`config.mk`:
```
export PLATFORM = sky130hd
export DESIGN_NAME = instruction_loader
export DESIGN_NICKNAME = d
export VERILOG_FILES = /design/src/rtl/instruction_loader.sv
export SDC_FILE = /design/constraint.sdc
export NUM_CORES = 1
export LEC_CHECK = 0
export BUFFER_PORTS_ARGS = -buffer_cell sky130_fd_sc_hd__buf_4
export CAP_MARGIN = 20
export CORE_ASPECT_RATIO = 0.7
export CORE_MARGIN = 3
export CORE_UTILIZATION = 50
export CTS_CLUSTER_DIAMETER = 150
export DETAILED_ROUTE_END_ITERATION = 10
export PLACE_DENSITY_LB_ADDON = 0.3
export SETUP_SLACK_MARGIN = 0.15
export SYNTH_ARGS = -nofsm -noshare
export SYNTH_HDL_FRONTEND = slang
export SYNTH_SLANG_ARGS = --single-unit
```
`constraint.sdc`:
```
create_clock -name clk -period 2.4 [get_ports clk]
set_input_delay 0.12 -clock clk [delete_from_list [all_inputs] [get_ports clk]]
set_output_delay 0.12 -clock clk [all_outputs]
set_load 0.1 [all_outputs]
```
`src/rtl/instruction_loader.sv`:
```
// Length-prefixed byte-stream loader that fills the CPU instruction memory with big-endian words.
// Optional trailing XOR checksum byte is enabled by defining LOADER_CHECKSUM_EN.
module instruction_loader #(
  parameter logic [31:0] BASE_ADDR = 32'h0000_0000,
  parameter int unsigned MAX_WORDS = 256
) (
  input  logic        clk,
  input  logic        rst,
  input  logic        start,
  input  logic        in_valid,
  input  logic [7:0]  in_data,
  output logic        in_ready,
  output logic        initialize,
  output logic [31:0] instruction_initialize_address,
  output logic [31:0] instruction_initialize_data,
  output logic        instruction_write,
  output logic        cpu_rst,
  output logic        done,
  output logic        error
);

  typedef enum logic [2:0] {
    IDLE  = 3'd0,
    HDR   = 3'd1,
    DATA  = 3'd2,
    WRITE = 3'd3,
`ifdef LOADER_CHECKSUM_EN
    CSUM  = 3'd4,
`endif
    DONE  = 3'd5,
    ERROR = 3'd6
  } state_t;

`ifdef LOADER_CHECKSUM_EN
  localparam state_t END_STATE = CSUM;
`else
  localparam state_t END_STATE = DONE;
`endif

  state_t      state;
  state_t      next_state;
  logic        rst_hold;
  logic [1:0]  byte_cnt;
  logic [15:0] count;
  logic [15:0] hdr_count;
  logic        accept;
  logic        go;

`ifdef LOADER_CHECKSUM_EN
  logic [7:0]  csum;

  function automatic logic [7:0] csum_update(input logic [7:0] acc, input logic [7:0] b);
    return acc ^ b;
  endfunction
`endif

  assign accept    = in_valid && in_ready;
  assign hdr_count = {count[7:0], in_data};
  // rst_hold masks a start pulse that coincides with the reset release edge
  assign go        = start && !rst_hold &&
                     ((state == IDLE) || (state == DONE) || (state == ERROR));

  // Byte acceptance is a pure state decode, independent of in_valid
  always_comb begin
    in_ready = 1'b0;
    case (state)
      HDR:     in_ready = 1'b1;
      DATA:    in_ready = 1'b1;
`ifdef LOADER_CHECKSUM_EN
      CSUM:    in_ready = 1'b1;
`endif
      default: in_ready = 1'b0;
    endcase
  end

  // Reset-release qualifier for start
  always_ff @(posedge clk or posedge rst) begin
    if (rst) begin
      rst_hold <= 1'b1;
    end else begin
      rst_hold <= 1'b0;
    end
  end

  // FSM state register
  always_ff @(posedge clk or posedge rst) begin
    if (rst) begin
      state <= IDLE;
    end else begin
      state <= next_state;
    end
  end

  // FSM next-state logic
  always_comb begin
    next_state = state;
    case (state)
      IDLE: begin
        if (go) next_state = HDR;
        else    next_state = IDLE;
      end
      HDR: begin
        if (accept && (byte_cnt == 2'd1)) begin
          if (hdr_count == 16'd0)                          next_state = END_STATE;
          else if ({16'h0000, hdr_count} > MAX_WORDS)      next_state = ERROR;
          else                                             next_state = DATA;
        end else begin
          next_state = HDR;
        end
      end
      DATA: begin
        if (accept && (byte_cnt == 2'd3)) next_state = WRITE;
        else                              next_state = DATA;
      end
      WRITE: begin
        if (count == 16'd1) next_state = END_STATE;
        else                next_state = DATA;
      end
`ifdef LOADER_CHECKSUM_EN
      CSUM: begin
        if (accept) begin
          if (in_data == csum) next_state = DONE;
          else                 next_state = ERROR;
        end else begin
          next_state = CSUM;
        end
      end
`endif
      DONE: begin
        if (go) next_state = HDR;
        else    next_state = DONE;
      end
      ERROR: begin
        if (go) next_state = HDR;
        else    next_state = ERROR;
      end
      default: next_state = IDLE;
    endcase
  end

  // Datapath: header/word assembly, remaining count, write address
  always_ff @(posedge clk or posedge rst) begin
    if (rst) begin
      byte_cnt                       <= 2'd0;
      count                          <= 16'd0;
      instruction_initialize_address <= BASE_ADDR;
      instruction_initialize_data    <= 32'd0;
`ifdef LOADER_CHECKSUM_EN
      csum                           <= 8'd0;
`endif
    end else begin
      case (state)
        IDLE, DONE, ERROR: begin
          if (go) begin
            byte_cnt                       <= 2'd0;
            count                          <= 16'd0;
            instruction_initialize_address <= BASE_ADDR;
`ifdef LOADER_CHECKSUM_EN
            csum                           <= 8'd0;
`endif
          end
        end
        HDR: begin
          if (accept) begin
            byte_cnt <= (byte_cnt == 2'd1) ? 2'd0 : (byte_cnt + 2'd1);
            count    <= hdr_count;
`ifdef LOADER_CHECKSUM_EN
            csum     <= csum_update(csum, in_data);
`endif
          end
        end
        DATA: begin
          if (accept) begin
            byte_cnt                    <= byte_cnt + 2'd1;
            instruction_initialize_data <= {instruction_initialize_data[23:0], in_data};
`ifdef LOADER_CHECKSUM_EN
            csum                        <= csum_update(csum, in_data);
`endif
          end
        end
        WRITE: begin
          instruction_initialize_address <= instruction_initialize_address + 32'd4;
          count                          <= count - 16'd1;
        end
        default: begin
          byte_cnt <= byte_cnt;
        end
      endcase
    end
  end

  // Registered status outputs, decoded from the state being entered
  always_ff @(posedge clk or posedge rst) begin
    if (rst) begin
      instruction_write <= 1'b0;
      initialize        <= 1'b1;
      cpu_rst           <= 1'b1;
      done              <= 1'b0;
      error             <= 1'b0;
    end else begin
      instruction_write <= (next_state == WRITE);
      initialize        <= (next_state != DONE);
      cpu_rst           <= (next_state != DONE);
      done              <= (next_state == DONE);
      error             <= (next_state == ERROR);
    end
  end

endmodule

```
After elaboration in Yosys (flattened, before gate mapping)
Index checks and enable logic that the tools add are counted.
W data, S select, Z words.
Cells by class
  $add $sub $neg: 3
  $lt $le $gt $ge: 1
  equal/unequal tests: 15
  multiplexer cells: 20
  reductions and logical operators: 19
Operator list (count)
  $pmux W32 S2: 1
  $pmux W16 S3: 1
  $add A32 B3 Y32 const B: 1
  $mux W16: 2
  $mux W32: 1
  $mux W3: 6
  $pmux W3 S6: 1
  $eq A16 B1 Y1 const B: 1
  $gt A16 B9 Y1 const B: 1
  $logic_not A16 Y1: 1
  $sub A16 B1 Y16 const B: 1
  $eq A3 B3 Y1 const B: 4
  $eq A3 B2 Y1 const B: 3
  $mux W2: 4
  $ne A2 B2 Y1 const B: 3
  $pmux W2 S3: 1
  $reduce_bool A3 Y1: 2
  $logic_and A1 B1 Y1: 5
  $reduce_and A2 Y1: 2
  $reduce_and A4 Y1: 1
  $eq A3 B1 Y1 const B: 1
  $logic_not A3 Y1: 1
  $mux W1: 3
  $ne A3 B3 Y1 const B: 1
  other kinds (9): 10
Word-level totals
  register bits after elaboration: 90
  input port bits: 12
  output and inout port bits: 70
  word-level logic and storage cells: 68

Depth between registers and ports, before layout
Gate-level depths: netlist of run 1.
  word-level depth: 8
  depth in mapped cells: 8
  gate-level depth less buffers: 7

Worst setup path after synthesis of run 1
No wires, ideal clock.
  kind: register to register
  start: register instruction_initialize_address[8]
  end: register instruction_initialize_address[31]
  arrival: 2366 ps
  path slack: -128 ps
  stages on the path, launching flop included: 6
  buffers on the path: 0
  period minus slack after synthesis: 2528 ps
  cells stage by stage: dfrtp_1 -> nand4_1 -> nor4_1 -> nand3_1 -> o311ai_0 -> o41ai_1
On the way
  longest elaborated chain between the ends: 2
RTL lines
  from (decl): line 14  | output logic [31:0] instruction_initialize_address,
  from (signal assigned): line 182  | instruction_initialize_address <= instruction_initialize_address + 32'd4;
  $add A32 B3 Y32: line 182
  $pmux W32 S2: line 152  | case (state)
Every way passes these cells.
A chain may end at the register's enable or synchronous reset.

Worst setup path after layout of run 1
  start: register count[2]
  end: register done
On the way
  elaborated cells between the ends (all ways): 9
RTL lines
  from (decl): line 44  | logic [15:0] count;
  from (signal assigned): line 166  | count <= hdr_count;
  from (signal assigned): line 183  | count <= count - 16'd1;
  $logic_not A16 Y1: line 104  | if (hdr_count == 16'd0) next_state = END_STATE;
  $mux W3: line 104
  $mux W3: line 103  | if (accept && (byte_cnt == 2'd1)) begin
  $pmux W3 S6 *: line 97  | case (state)
  net next_state[1]: line 41  | state_t next_state;
  $eq A3 B3 Y1 *: line 204  | done <= (next_state == DONE);
  to (signal assigned): line 204
  to (decl): line 18  | output logic done,
Mark *: on every way through the listed nets, which the timed path passes. The rest lies on a longest branch.

==> metrics.md, run 1 <==
| Metric | Value |
|---|---|
| Status | completed |
| Row count | 27 |
| Initial DRC count | 335 |
| Detailed Place HPWL | 7240 um |
| Syn Inst Count | 407 |
| Reg2reg end | done$_DFF_PP0_ |
| Core area | 8074 um2 |
| P_leak | 0.002488 uW |
| Port buffer count | 79 |
| Slew Limit Fails | 0 |
| Dominant cell by count in the synthesized netlist | dfrtp_1 |
| Vias/cell | 5.818 |
| Io pins | 82 |
| Worst hold stages | 2 |
| Starting Density | 52.72% |
| Tcrit/Tclk final | 87.13% |
| #FFs+latches synth | 88 |
| Largest net degree at the start of global routing | 44 |
| RSZ-0062 raised after global routing | false |
| Overflow after GRT | 0 |
| Critical Path End | done$_DFF_PP0_ |
| Final min period | 2091 ps |
| Root Driver | clkbuf_16 |
| CP Class | flop to flop |
| Multi-input logic area | 1918 um2 |
| Sequential-to-total area share from yosys stat | 51.79% |
| CP endpoint kind | flop |
| Area post-placement | 5015 um2 |
| Max Fclk | 478.2 MHz |
| Design Area, Final | 5346 um2 |
| Synth cell types | 55 |
| R2R setup slack | 310 ps |
| Number of buffers created by CTS | 9 |
| Layout fillers | 625 |
| Most frequent cells after synthesis | 86 x dfrtp_1, 38 x nand2_1, 33 x o21ai_0 |
| Pwr Total | 8060 uW |
| Reg2Reg Depth | 6 |
| R2R Path Start | count[2]$_DFFE_PP0P_ |
| Global Route Usage Sum | 21.81% |
| CTS H-tree depth | 3 |
| Vias in the first global route | 3369 |
| CTS tree | done |
| First-pass GRT wire length | 17090 um |
| Clock latency on the worst-skew pair | 340 ps |
| Final GP Congestion | 0.9401 |
| Die Y | 83.20 um |
| Critical Path AT | 2360 ps |
| Area share of the largest cell type after synthesis | 50.56% |
| Count of flip-flops with a built-in enable after synthesis | 0 |
| Worst min-delay path class | input port to flop |
| CP startpoint | count[2]$_DFFE_PP0P_ |
| Slew @ Worst Pin | 627.5 ps |
| Average cell area after synthesis | 10.46 um2 |
| Fin util | 66.22% |
| Worst-path fanout max | 9 |
| Layout cells sized above 1 | 34.07% |
| Wirelength, routed | 10010 um |
| FFs w/ async S/R, synth | 100.0% |
| Max-cap violations | 0 |
| Critical path startpoint category | flop |
| Initial antenna violation count | 0 |
| Ant diodes | 0 |
| Die area | 9674 um2 |
| P per Cell Area | 1508 nW/um2 |
| Post-Syn Area | 4257 um2 |
| DRC Markers | 0 |
| Slew headroom | 58.08% |
| WL per Instance | 16.68 um |
| Clock skew | 10.24 ps |
| Post-route ant nets | 0 |
| Top cells by area, synth | dfrtp_1 51%, mux2_2 8.5%, o21ai_0 3.9%, nand2_1 3.4%, nand3_1 2.6% |
| Final setup fails | 0 |
| Synth area leader | dfrtp_1 |
| Area occupied by registers | 2222 um2 |
| Final Hold Vio Count | 0 |
| Setup TNS | 0 ps |
| First drt pass iteration count | 5 |
| Clk sinks | 88 |
| Synth-to-layout area growth | 25.60% |
| Die X | 116.3 um |
| Reg clk slew, reported paths | 60 ps |
| Critical Path RT | 2670 ps |
| CTS max path bufs | 2 |
| Top FF cell, synth | dfrtp_1 |
| Nets | 513 |
| Peak VDD IR | 1375 uV |
| Yosys warns | 0 |
| Vias | 3491 |
==> cell usage in the layout (no fill, tap or decap), types with 9 or more instances in the layout <==
cell type and count:
buf_4 92, dfrtp_1 72, nand2_1 38, o21ai_0 33
mux2_2 32, nor2_1 22, nand3_1 22, a21oi_1 16
dfrtp_2 14, inv_1 11, a22oi_1 9, clkbuf_16 9
==> layout make-up <==
class | instances | area share, %
flip-flops and latches | 88 | 41.56
multi-input cells | 288 | 35.88
repair buffers | 94 | 13.48
clock buffers | 11 | 4.540
well taps | 101 | 2.364
clock inverters | 5 | 1.194
inverters | 13 | 0.9829
==> where the power goes <==
group | switching (uW) | internal, uW | leakage, uW
sequential | 453 | 1920 | 0.00114
clock | 580 | 842 | 0.000146
combinational | 3180 | 1090 | 0.00120
total | 4210 | 3850 | 0.00249
==> worst min path at each step <==
| stage | start | end | slack [ps] |
|---|---|---|---|
| floorplan | in_data[6] | instruction_initialize_data[6]$_DFFE_PP0P_ | 270 |
| global placement | rst | instruction_initialize_address[11]$_DFFE_PP0P_ | 240 |
| detailed placement | rst | instruction_initialize_address[11]$_DFFE_PP0P_ | 240 |
| CTS | in_data[4] | instruction_initialize_data[4]$_DFFE_PP0P_ | 30 |
| global route | in_data[5] | instruction_initialize_data[5]$_DFFE_PP0P_ | 30 |
| finish | in_data[4] | instruction_initialize_data[4]$_DFFE_PP0P_ | 40 |
==> state kept, by name (all words and copies together), names as in the netlist <==
| register | count |
|---|---|
| byte_cnt | 2 |
| rst_hold | 1 |
| instruction_initialize_address | 30 |
| state | 3 |
| instruction_initialize_data | 32 |
| instruction_write | 1 |
| error | 1 |
| cpu_rst | 1 |
| count | 16 |
| done | 1 |
==> logic make-up (layout without fill, tap and decap cells) <==
kind of cell,Yosys count,count (layout),share of synthesized area (%)
simple gates,133,133,16.40
compound gates,99,99,14.61
flops,88,88,51.79
mux,40,40,10.35
buf+inv,33,123,3.468
fa+ha+maj,7,7,2.058
xor+xnor,6,6,1.235
other cells,1,3,0.08810
==> critical path, stage by stage (launching register included) <==
cell and delay [ps]:
dfrtp_1 460, or3_4 420, nor4_4 400, nand3_2 140
a221oi_2 410, inv_2 80, nor2_2 110
==> metal layers <==
metal  part of all wire [%]  vias up  track usage [%]
met4                    1.1        0            5.479
met2                     45      141            31.36
met1                     46     1681            32.14
met5                      0        -                0
li1                       -     1656                -
met3                    7.7       13            6.773
==> metrics by stage <==
step	worst slack, ps	hold slack, ps	cells
final	308.8	35.83	600
after detailed placement	300.0	241.0	581
after CTS	265.6	25.04	598
after global placement	448.2	239.2	581
after global routing	156.9	30.69	600
after floorplan	171.0	271.7	409
==> repair_timing <==
item	4_1_cts	5_1_grt
hold endpoints to repair	26	0
resized for setup	0	0
hold buffers	1	0
buffers inserted	0	2
setup endpoints to repair	0	5
(Power assumes the default switching activity.)
==> run 2, diff against run 1 <==
--- a/config.mk
+++ b/config.mk
@@ -12,7 +12,8 @@
 export CORE_UTILIZATION = 50
 export CTS_CLUSTER_DIAMETER = 150
 export DETAILED_ROUTE_END_ITERATION = 10
-export PLACE_DENSITY_LB_ADDON = 0.3
+export GPL_ROUTABILITY_DRIVEN = 0
+export PLACE_DENSITY = 0.79
 export SETUP_SLACK_MARGIN = 0.15
 export SYNTH_ARGS = -nofsm -noshare
 export SYNTH_HDL_FRONTEND = slang
==> metrics.md, run 2 (synthesis results as in run 1) <==
| Metric | Value |
|---|---|
| Root Driver | clkbuf_16 (unchanged) |
| Commonest non-fill, non-tap cells in the layout | 87 x buf_4, 72 x dfrtp_1, 38 x nand2_1 (was 92 x buf_4, 72 x dfrtp_1, 38 x nand2_1) |
| Combinational share of power | 53.1% (was 53.0%) |
| Clock latency on the worst-skew pair | 340 ps (about the same) |
| Die Y | 83.20 um (unchanged) |
| Setup TNS | 0 ps (unchanged) |
| CP Class | flop to flop (unchanged) |
| Critical path startpoint category | flop (unchanged) |
| Largest register FFs | 32 (unchanged) |
| CTS max path bufs | 2 (unchanged) |
| Critical Path AT | 2320 ps (was 2360 ps) |
| Initial antenna violation count | 0 (unchanged) |
| Layout fillers | 623 (was 625) |
| Worst hold slack | 34.51 ps (was 35.83 ps) |
| Layout cells sized above 1 | 34.01% (was 34.07%) |
| DRC Markers | 0 (unchanged) |
| Hold wc startpoint | in_data[6] (was in_data[4]) |
| Fin util | 65.91% (was 66.22%) |
| Initial DRC count | 363 (was 335) |
| First-pass GRT wire length | 16790 um (was 17090 um) |
| Ant diodes | 0 (unchanged) |
| Slew @ Worst Pin | 664.5 ps (was 627.5 ps) |
| Die area | 9674 um2 (unchanged) |
| Final min period | 2097 ps (was 2091 ps) |
| Worst min-delay path class | input port to flop (unchanged) |
| Multi-input logic area | 1934 um2 (was 1918 um2) |
| Hold EP | instruction_initialize_data[6]$_DFFE_PP0P_ (was instruction_initialize_data[4]$_DFFE_PP0P_) |
| RSZ-0062 raised after global routing | true (was false) |
| CTS tree | done (unchanged) |
| Final setup fails | 0 (unchanged) |
| CP delay by family, top | simple AND/OR/NAND/NOR gates (unchanged) |
| Io pins | 82 (unchanged) |
| Seq pwr share | 29.3% (was 29.4%) |
| Die X | 116.3 um (unchanged) |
| Slew Limit Fails | 0 (unchanged) |
| Clock skew | 7.290 ps (was 10.24 ps) |
| P_leak | 0.002485 uW (was 0.002488 uW) |
| P per Cell Area | 1515 nW/um2 (was 1508 nW/um2) |
| Highest metal used | met4 (unchanged) |
| Nets | 508 (was 513) |
| Vias | 3552 (was 3491) |
| Post-route ant nets | 0 (unchanged) |
| Reg2reg end | instruction_initialize_address[28]$_DFFE_PP0P_ (was done$_DFF_PP0_) |
| Clock Power Share | 17.7% (was 17.6%) |
| Largest stage delay, worst path | 580 ps (was 460 ps) |
| Switching power total | 4230 uW (was 4211 uW) |
| Overflow after GRT | 0 (unchanged) |
| Worst hold stages | 2 (unchanged) |
| CP bufs+invs | 0 (was 1) |
| Status | completed (unchanged) |
| Commonest non-fill, non-tap cell in the layout | buf_4 (unchanged) |
| Final Hold Vio Count | 0 (unchanged) |
| Reg2Reg Depth | 5 (was 6) |
| Area occupied by registers | 2222 um2 (unchanged) |
| Reg clk slew, reported paths | 70 ps (was 60 ps) |
| Largest regs | instruction_initialize_data: 32 flops, instruction_initialize_address: 30 flops, count: 16 flops (unchanged) |
| Tcrit/Tclk final | 87.37% (was 87.13%) |
| R2R setup slack | 300 ps (was 310 ps) |
| Row count | 27 (unchanged) |
| R2R Path Start | state[1]$_DFF_PP0_ (was count[2]$_DFFE_PP0P_) |
| Slew headroom | 55.51% (was 58.08%) |
| Largest Register | instruction_initialize_data (unchanged) |
| Global Route Usage Sum | 21.50% (was 21.81%) |
| WL met1 | 4340 um (was 4613 um) |
| Metal2 WL | 4336 um (was 4509 um) |
| Worst setup margin | 303.2 ps (was 308.8 ps) |
| Worst-path fanout max | 12 (was 9) |
| Int Pwr | 3833 uW (was 3849 uW) |
| First drt pass iteration count | 5 (unchanged) |
| WL met3 | 932 um (was 770 um) |
| Synth-to-layout area growth | 25.01% (was 25.60%) |
| Max-cap violations | 0 (unchanged) |
| Detailed Place HPWL | 6879 um (was 7240 um) |
| Wirelength, routed | 9788 um (was 10010 um) |
| WL per Instance | 16.45 um (was 16.68 um) |
| Largest net degree at the start of global routing | 89 (was 44) |
| Vias/cell | 5.970 (was 5.818) |
| Starting Density | 52.72% (unchanged) |
| Peak VDD IR | 1572 uV (was 1375 uV) |
| Max Fclk | 476.9 MHz (was 478.2 MHz) |
| Port buffer count | 79 (unchanged) |
| Number of buffers created by CTS | 9 (unchanged) |
| Sw frac | 52.46% (was 52.25%) |
| Clk sinks | 88 (unchanged) |
| Critical Path RT | 2620 ps (was 2670 ps) |
| CP endpoint kind | flop (unchanged) |
| Core area | 8074 um2 (unchanged) |
| Crit-path cells | nand3b_1, nor3_2, nand3_1, o211ai_1, o31ai_1 (was or3_4, nor4_4, nand3_2, a221oi_2, inv_2, nor2_2) |
| Slowest stage cell, crit path | dfrtp_1 (unchanged) |
| Pre-CTS setup slack | 179.6 ps (was 300.0 ps) |
| CTS H-tree depth | 3 (unchanged) |
| Vias in the first global route | 3489 (was 3369) |
run 2: routing by layer:
layer,global-route usage [%],vias up
met1,30.66,1710
met3,8.230,24
li1,-,1659
met5,0,-
met2,30.32,159
met4,6.639,0
run 2: what timing repair did:
| action | 4_1_cts | 5_1_grt |
|---|---|---|
| setup buffers | 0 | 0 |
| hold endpoints to repair | 86 | 0 |
| hold buffers | 1 | 0 |
| setup endpoints to repair | 0 | 14 |
| gates resized for setup | 0 | 3 |
run 2: power by group through the flow:
stage	clock network, uW	logic [uW]	registers, uW
after CTS	1460	4270	2350
after floorplan	0	1500	4170
after global placement	0	4210	2340
final	1420	4280	2360
after detailed placement	0	4260	2370
after global routing	1520	4510	2430
run 2: cell type report:
type / instances / area share (%)
Timing Repair Buffer: 89 / 12.84
Inverter: 13 / 0.9875
Clock buffer: 9 / 4.232
Tap cell: 101 / 2.375
Sequential cell: 88 / 41.76
Multi-Input combinational cell: 288 / 36.35
Clock inverter: 7 / 1.458
run 2: per-stage QoR:
step                      instances  area, um2  total power (uW)
after detailed placement        578       4992              6631
after CTS                       595       5305              8081
after floorplan                 409       4289              5676
after global routing            595       5321              8467
final                           595       5321              8063
after global placement          578       4992              6550
run 2: worst max-delay path by stage:
stage                                                        from                                             end  slack, ps  depth (start not counted)
floorplan           instruction_initialize_address[7]$_DFFE_PP0P_  instruction_initialize_address[28]$_DFFE_PP0P_        170                          5
global placement                               state[1]$_DFF_PP0_  instruction_initialize_address[26]$_DFFE_PP0P_        320                          5
detailed placement                             state[1]$_DFF_PP0_  instruction_initialize_address[17]$_DFFE_PP0P_        180                          5
CTS                                            state[1]$_DFF_PP0_  instruction_initialize_address[17]$_DFFE_PP0P_        160                          5
global route                                   state[1]$_DFF_PP0_  instruction_initialize_address[26]$_DFFE_PP0P_         80                          5
finish                                         state[1]$_DFF_PP0_  instruction_initialize_address[28]$_DFFE_PP0P_        300                          5
